===== src/rtl/delay_timer.sv =====
// -----------------------------------------------------------------------------
// delay_timer
//
// Purpose:
//   Programmable delay generator. A rising edge on start_strobe_in, while
//   enable_in is high, starts a delay of value_in units. Each unit lasts
//   PRESCALE_DIV clock cycles. While the delay runs, busy_out is high and
//   remaining_out shows the number of units still to elapse. When the delay
//   completes normally, done_out pulses for one cycle. Dropping enable_in
//   aborts the delay silently, with no done_out pulse.
//
// Parameters:
//   DELAY_BITS    width of value_in / remaining_out and of the unit counter
//   PRESCALE_DIV  clock cycles per delay unit (1..65535)
//
// Ports:
//   clock_in         in   1           sole clock, rising edge
//   reset_n_in       in   1           asynchronous active-low reset
//   enable_in        in   1           delay enable; low aborts any delay
//   start_strobe_in  in   1           start request (rising edge acted on)
//   value_in         in   DELAY_BITS  delay length in units, sampled on start
//   busy_out         out  1           high while a delay is counting
//   done_out         out  1           one-cycle pulse on normal completion
//   remaining_out    out  DELAY_BITS  units still to elapse, 0 when idle
//
// Build option:
//   DELAY_TIMER_RETRIGGER_EN
//     When defined, a start edge during COUNT reloads the delay. A start edge
//     with value_in = 0 ends the delay as a normal completion. When the macro
//     is undefined, start edges during COUNT are ignored and no retrigger
//     logic exists.
// -----------------------------------------------------------------------------
module delay_timer #(
    parameter int DELAY_BITS   = 16,
    parameter int PRESCALE_DIV = 10
) (
    input  logic                  clock_in,
    input  logic                  reset_n_in,
    input  logic                  enable_in,
    input  logic                  start_strobe_in,
    input  logic [DELAY_BITS-1:0] value_in,
    output logic                  busy_out,
    output logic                  done_out,
    output logic [DELAY_BITS-1:0] remaining_out
);

    // A divide-by-1 prescaler still needs one bit so that the vector has a
    // legal width. In that case the bit simply stays at zero.
    localparam int PRESC_BITS = (PRESCALE_DIV > 1) ? $clog2(PRESCALE_DIV) : 1;
    localparam logic [PRESC_BITS-1:0] PRESC_RELOAD = PRESC_BITS'(PRESCALE_DIV - 1);
    localparam logic [PRESC_BITS-1:0] PRESC_ONE    = PRESC_BITS'(1);
    localparam logic [DELAY_BITS-1:0] UNIT_ONE     = DELAY_BITS'(1);

    typedef enum logic {
        ST_IDLE  = 1'b0,
        ST_COUNT = 1'b1
    } state_t;

    state_t                state_q, state_d;
    logic                  start_prev_q;
    logic [DELAY_BITS-1:0] unit_q, unit_d;
    logic [PRESC_BITS-1:0] presc_q, presc_d;
    logic                  done_q, done_d;

    logic                  start_edge;
    logic                  value_zero;
    logic                  presc_zero;

    // start_prev_q resets to 0. As a result, a strobe that is already high
    // when reset is released counts as an edge on the first clock.
    assign start_edge = start_strobe_in & ~start_prev_q;
    assign value_zero = (value_in == '0);
    assign presc_zero = (presc_q == '0);

    // -------------------------------------------------------------------------
    // State register
    // -------------------------------------------------------------------------
    always_ff @(posedge clock_in or negedge reset_n_in) begin
        if (!reset_n_in) begin
            state_q      <= ST_IDLE;
            start_prev_q <= 1'b0;
            unit_q       <= '0;
            presc_q      <= '0;
            done_q       <= 1'b0;
        end else begin
            state_q      <= state_d;
            start_prev_q <= start_strobe_in;
            unit_q       <= unit_d;
            presc_q      <= presc_d;
            done_q       <= done_d;
        end
    end

    // -------------------------------------------------------------------------
    // Next-state logic
    // -------------------------------------------------------------------------
    always_comb begin
        state_d = state_q;
        unit_d  = unit_q;
        presc_d = presc_q;
        done_d  = 1'b0;

        case (state_q)
            ST_IDLE: begin
                if (enable_in && start_edge) begin
                    if (value_zero) begin
                        // A zero-length delay completes at once: no busy
                        // window, just the done pulse.
                        done_d = 1'b1;
                    end else begin
                        state_d = ST_COUNT;
                        unit_d  = value_in;
                        presc_d = PRESC_RELOAD;
                    end
                end
            end

            ST_COUNT: begin
                if (!enable_in) begin
                    // An abort beats both completion and retrigger.
                    state_d = ST_IDLE;
                    unit_d  = '0;
                    presc_d = '0;
                end
`ifdef DELAY_TIMER_RETRIGGER_EN
                else if (start_edge) begin
                    if (value_zero) begin
                        state_d = ST_IDLE;
                        unit_d  = '0;
                        presc_d = '0;
                        done_d  = 1'b1;
                    end else begin
                        unit_d  = value_in;
                        presc_d = PRESC_RELOAD;
                    end
                end
`endif
                else if (presc_zero) begin
                    // The final tick of the last unit ends the delay. Using
                    // '<=' also stops the counter from ever wrapping below 0.
                    if (unit_q <= UNIT_ONE) begin
                        state_d = ST_IDLE;
                        unit_d  = '0;
                        presc_d = '0;
                        done_d  = 1'b1;
                    end else begin
                        unit_d  = unit_q - UNIT_ONE;
                        presc_d = PRESC_RELOAD;
                    end
                end else begin
                    presc_d = presc_q - PRESC_ONE;
                end
            end

            default: begin
                state_d = ST_IDLE;
                unit_d  = '0;
                presc_d = '0;
            end
        endcase
    end

    // -------------------------------------------------------------------------
    // Outputs (all taken straight from registers)
    // -------------------------------------------------------------------------
    assign busy_out      = (state_q == ST_COUNT);
    assign done_out      = done_q;
    assign remaining_out = (state_q == ST_COUNT) ? unit_q : '0;

endmodule


===== config.mk =====
export PLATFORM = sky130hd
export DESIGN_NAME = delay_timer
export DESIGN_NICKNAME = d
export VERILOG_FILES = /design/src/rtl/delay_timer.sv
export SDC_FILE = /design/constraint.sdc
export NUM_CORES = 1
export LEC_CHECK = 0
export CORE_MARGIN = 1.5
export CORE_UTILIZATION = 56
export DETAILED_ROUTE_END_ITERATION = 8
export DONT_BUFFER_PORTS = 1
export HOLD_SLACK_MARGIN = 0.12
export PLACE_DENSITY = 0.79
export SYNTH_ARGS = -nofsm -noshare
export SYNTH_HDL_FRONTEND = slang
export SYNTH_SLANG_ARGS = --single-unit

===== constraint.sdc =====
create_clock -name clock_in -period 2.3 [get_ports clock_in]
set_clock_uncertainty 0.15 [all_clocks]
set_input_delay 0.46 -clock clock_in [delete_from_list [all_inputs] [get_ports clock_in]]
set_output_delay 0.46 -clock clock_in [all_outputs]
set_load 0.05 [all_outputs]

### Word level (Yosys, flattened, before mapping)

Cells that the tools add are included.

* mux-type cells: 25
* $lt $le $gt $ge: 1
* $add $sub $neg: 2
* eq/ne operators: 3
* reductions and logical operators: 5
* bitwise operators: 3

Operator list (count)
* $mux W16: 6
* $pmux W16 S2: 1
* $mux W4: 5
* $le A16 B1 Y1 const B: 1
* $logic_not A16 Y1: 1
* $sub A16 B1 Y16 const B: 1
* $mux W1: 10
* $pmux W4 S2: 1
* $logic_not A4 Y1: 1
* $ne A2 B2 Y1 const B: 2
* $pmux W1 S2: 2
* $sub A4 B1 Y4 const B: 1
* $ne A3 B2 Y1 const B: 1
* $reduce_and A3 Y1: 1
* $not A1 Y1: 2
* $reduce_and A2 Y1: 1
* $and A1 B1 Y1: 1
* $logic_and A1 B1 Y1: 1

* bits in registers: 23
* input port bits: 20
* output and inout port bits: 18
* logic and storage cells: 44

### Logic depth before layout (Yosys ltp)

* depth in word-level cells: 5
* gate-level depth with buffers: 8
* depth with buffers taken out: 7

### Worst setup path before layout

Ideal clock, no wire load.

* path type: register -> output
* start point: register state_q, in the netlist busy_out
* end point: output remaining_out[1]
* required time: 1690 ps
* data arrival time: 1955 ps
* slack: -265 ps
* path buffers: 1
* stages on the path, launching flop included: 4
* cell sequence: dfrtp_1 > clkinv_1 > clkbuf_1 > nor2_1

* cells in the longest elaborated chain, start to end: 1

Ends and longest elaborated chain
* from (decl): RTL line 59 `state_t state_q, state_d;`
* from (signal assigned): RTL line 86 `state_q <= state_d;`
* $mux W16: RTL line 168 `assign remaining_out = (state_q == ST_COUNT) ? unit_q : '0;`
* to (decl): RTL line 44 `output logic [DELAY_BITS-1:0] remaining_out`

Every way passes these cells.

### Worst setup path in the final report

* start point: register unit_q[7]
* end point: register unit_q[14]

* cells in the longest elaborated chain, start to end: 5

Ends and longest elaborated chain
* from (decl): RTL line 61 `logic [DELAY_BITS-1:0] unit_q, unit_d;`
* from (signal assigned): RTL line 88 `unit_q <= unit_d;`
* $sub A16 B1 Y16 / $le A16 B1 Y1 (equally long branches): RTL line 147, 141
* $mux W16 (*): RTL line 141 `if (unit_q <= UNIT_ONE) begin`
* $mux W16 (*): RTL line 138 `else if (presc_zero) begin`
* $mux W16 (*): RTL line 119 `if (!enable_in) begin`
* $pmux W16 S2 (*): RTL line 103 `case (state_q)`

Every way passes the cells marked *; elsewhere a longest branch is shown, timed or not. The select of a mux whose other input is x is not followed.
A chain may end at the register's enable or synchronous reset.

==> impl_metrics.py <==
metrics = {
    "status": {
        "status": "finished, final reports clean",
    },
    "drt": {
        "drc": 0,
        "wl_per_cell_um": 17.9,
        "vias": 1609,
        "ant_nets": 0,
        "vias_per_cell": 6.70,
        "wl_mm": 4.30,
        "dr.pass1.iters": 7,
        "drt_iter0_drc": 112,
    },
    "finish": {
        "fillers": 205,
        "drive_gt1_share_pct": 22.5,
        "diodes": 0,
        "multiInputGateArea_sq_um": 983,
        "seq_area_sq_um": 577,
        "syn2layout_area_growth_pct": 22.8,
        "nNetsFinal": 234,
    },
    "clock_tree": {
        "cts_root_buf": "clkbuf_4",
        "clockBufferDepth": 2,
        "htreeDepth": 1,
        "cts_buffers": 3,
        "clk_pin_slew_worst_paths_ps": 130,
        "post_cts_buffers": 0,
        "clk_latency_ps": 320,
        "cts_sinks": 23,
        "tritoncts": "built",
    },
    "pwr": {
        "switching_share_pct": 45.5,
        "power_leakage_uw": 0.000799,
        "pwr-share-seq_pct": 40.1,
        "combPwrFrac_pct": 47.5,
        "p_int_uw": 856,
        "ir_drop_mv": 0.552,
        "p_total_uw": 1570,
        "p_per_area_mw_per_mm2": 813,
        "p_sw_uw": 714,
        "power_frac_clock_pct": 12.5,
    },
    "die": {
        "core_sq_mm": 0.00271,
        "die_w_um": 56.0,
        "dieArea_sq_mm": 0.00313,
        "fp.dieH_um": 56.0,
        "start_util_pct": 58.0,
        "ios": 38,
        "num_rows": 19,
    },
    "yosys": {
        "synth_cell_types": 48,
        "synthCells": 184,
        "yosys.area.top_type_share_pct": 36.6,
        "ys_seq_area_share_pct": 36.6,
        "syn_nets": 208,
        "synth.avg_cell_area_sq_um": 8.54,
        "yosys-top-cells-area": "dfrtp_1, nor2_1, a32oi_1",
        "synthArstFlopShare_pct": 100,
        "synth_area_leader_cell": "dfrtp_1",
        "ys_ff_latch": 23,
        "yosys_warnings": 0,
        "synth_ff_type": "dfrtp_1",
        "synth_edf_count": 0,
        "syn_area_sq_mm": 0.00157,
    },
    "grt": {
        "overflow": 0,
        "antenna_found_initial": 0,
        "grt_pass1_vias": 1580,
        "grt_max_degree": 28,
        "grt_pass1_wl_mm": 7.31,
        "grt_usage_pct": 29.4,
    },
    "setup_path": {
        "slowest_stage": "or4_4",
        "cp-end-kind": "flop",
        "crit_family": "simple AND/OR/NAND/NOR gates",
        "worstSetupStartpoint": "unit_q[7]",
        "cp_common_cell": "or4_4",
        "crit_type": "reg2reg",
        "crit_arrival_ps": 2290,
        "ff2ff_setup_slack_ps": 110,
        "crit_buf_inv": 0,
        "path_cells": "or4_4, or4_4, nor4_4, a22oi_1, o211ai_2",
        "cpPeakStageDelay_ps": 550,
        "rr_startpoint": "unit_q[7]",
        "required_ps": 2400,
        "cp-start-kind": "flop",
        "path_max_fanout": 3,
    },
    "place": {
        "hpwl_mm": 3.16,
        "place.gp.congestion": 0.933,
        "place_ws_ps": 18.0,
        "portBuffers": 0,
    },
    "timing": {
        "setup_slack_ps": 113,
        "setup_viol": 0,
        "min_period_over_period_pct": 95.1,
        "fin_crit_ps": 2190,
        "maxSlewHeadroom_pct": 29.4,
        "rsz0062_at_grt": "false",
        "tightest_slew_ps": 1060,
        "slew_violations": 0,
        "fin_tns_setup_ps": 0,
        "hold_violations": 0,
        "worst_hold_slack_ps": 177,
        "fmax_ghz": 0.457,
    },
    "min_path": {
        "min_from": "value_in[5]",
        "hold_path_class": "in2reg",
    },
    "flow_run": {
        "drv_cap": 0,
    },
}
cells by family after synthesis:
group	synth area share, %
multiplexers	0.717
AND/OR/NAND/NOR	27.2
AO/OA/AOI/OAI	27.2
flip-flops	36.6
adder cells (fa/ha/maj)	3.18
buffers and inverters	5.02
synth_stat cells (2+ instances only):
cell type / number
o2bb2ai_1: 3
nand2_1: 15
a21o_1: 3
a31oi_1: 2
nor2_1: 20
a21oi_1: 11
o211ai_2: 2
and2_1: 8
ha_1: 4
nor3_1: 4
a22oi_1: 4
o22ai_1: 7
nor4_1: 8
nor4_4: 2
inv_1: 11
a32oi_1: 7
nand3_1: 6
nor2b_1: 2
or4_4: 2
clkbuf_1: 3
and3_1: 2
buf_2: 3
dfrtp_1: 23
o21ai_0: 8
worst reg2reg max path, cell delays in order, from the launching register on:
cell and delay [ps]:
dfrtp_1 420, or4_4 550, or4_4 470, nor4_4 220
a22oi_1 150, o211ai_2 160
metrics by stage:
stage                     util [%]  cells  area, sq um
final                         71.2    240         1930
after global routing          71.2    240         1930
after CTS                     71.1    240         1930
after detailed placement      69.0    233         1870
after global placement        69.0    233         1870
after floorplan                  -    184         1630
path summary, 6_finish.rpt:
check | to | cells past startpoint
max | unit_q[14] | 5
max in group asynchronous | busy_out | 1
max reg2reg | unit_q[14] | 5
min in group asynchronous | unit_q[15] | 1
min | unit_q[5] | 2
min reg2reg | presc_q[2] | 1
flip-flops by register name (all words and copies together) (netlist names):
| register | cells |
|---|---|
| done_out | 1 |
| busy_out | 1 |
| start_prev_q | 1 |
| presc_q | 4 |
| unit_q | 16 |
cell usage in the layout (no fill, tap or decap), types with 2 or more instances in the layout:
master / synthesis / final
and3_1: 2 / 2
or4_4: 2 / 2
nor3_1: 4 / 4
nand2_1: 15 / 15
dfrtp_1: 23 / 22
nor2_1: 20 / 12
buf_12: 0 / 3
o2bb2ai_1: 3 / 3
a22oi_1: 4 / 4
a31oi_1: 2 / 2
a32oi_1: 7 / 7
nand3_1: 6 / 6
o21ai_0: 8 / 8
dlygate4sd3_1: 0 / 3
a21o_1: 3 / 3
inv_1: 11 / 11
nor4_4: 2 / 2
and2_1: 8 / 8
a21oi_1: 11 / 11
buf_4: 1 / 21
clkbuf_4: 0 / 3
nor4_1: 8 / 8
ha_1: 4 / 4
nor2_4: 0 / 8
o22ai_1: 7 / 6
o211ai_2: 2 / 2
nor2b_1: 2 / 2
final cells by class:
class / instances / share of cell area, %
Clock buffer: 4 / 1.36
Inverter: 12 / 2.33
Sequential cell: 23 / 29.9
Timing Repair Buffer: 28 / 13.4
Tap cell: 31 / 2.01
Multi-Input combinational cell: 142 / 51.0
repair_timing:
| item | 4_1_cts | 5_1_grt |
|---|---|---|
| hold buffers | 3 | 0 |
| setup endpoints to repair | 1 | 1 |
| endpoints found under the hold margin | 25 | 0 |
| gates resized for setup | 0 | 1 |
| pin swaps | 1 | 0 |
power groups by stage:
stage / sequential [uW] / combinational [uW] / clock, uW
final: 629 / 745 / 195
after global routing: 649 / 808 / 212
after CTS: 627 / 738 / 202
after detailed placement: 635 / 722 / 0
after global placement: 628 / 694 / 0
after floorplan: 613 / 510 / 0
per-layer routing:
metal / global-route usage [%] / up-vias / wire length, um
li1: - / 745 / -
met1: 39.2 / 768 / 1680
met2: 47.7 / 88 / 2180
met3: 5.12 / 8 / 354
met4: 11.2 / 0 / 79
met5: 0 / - / 0
No activity file was read; power rests on OpenSTA's default activity.
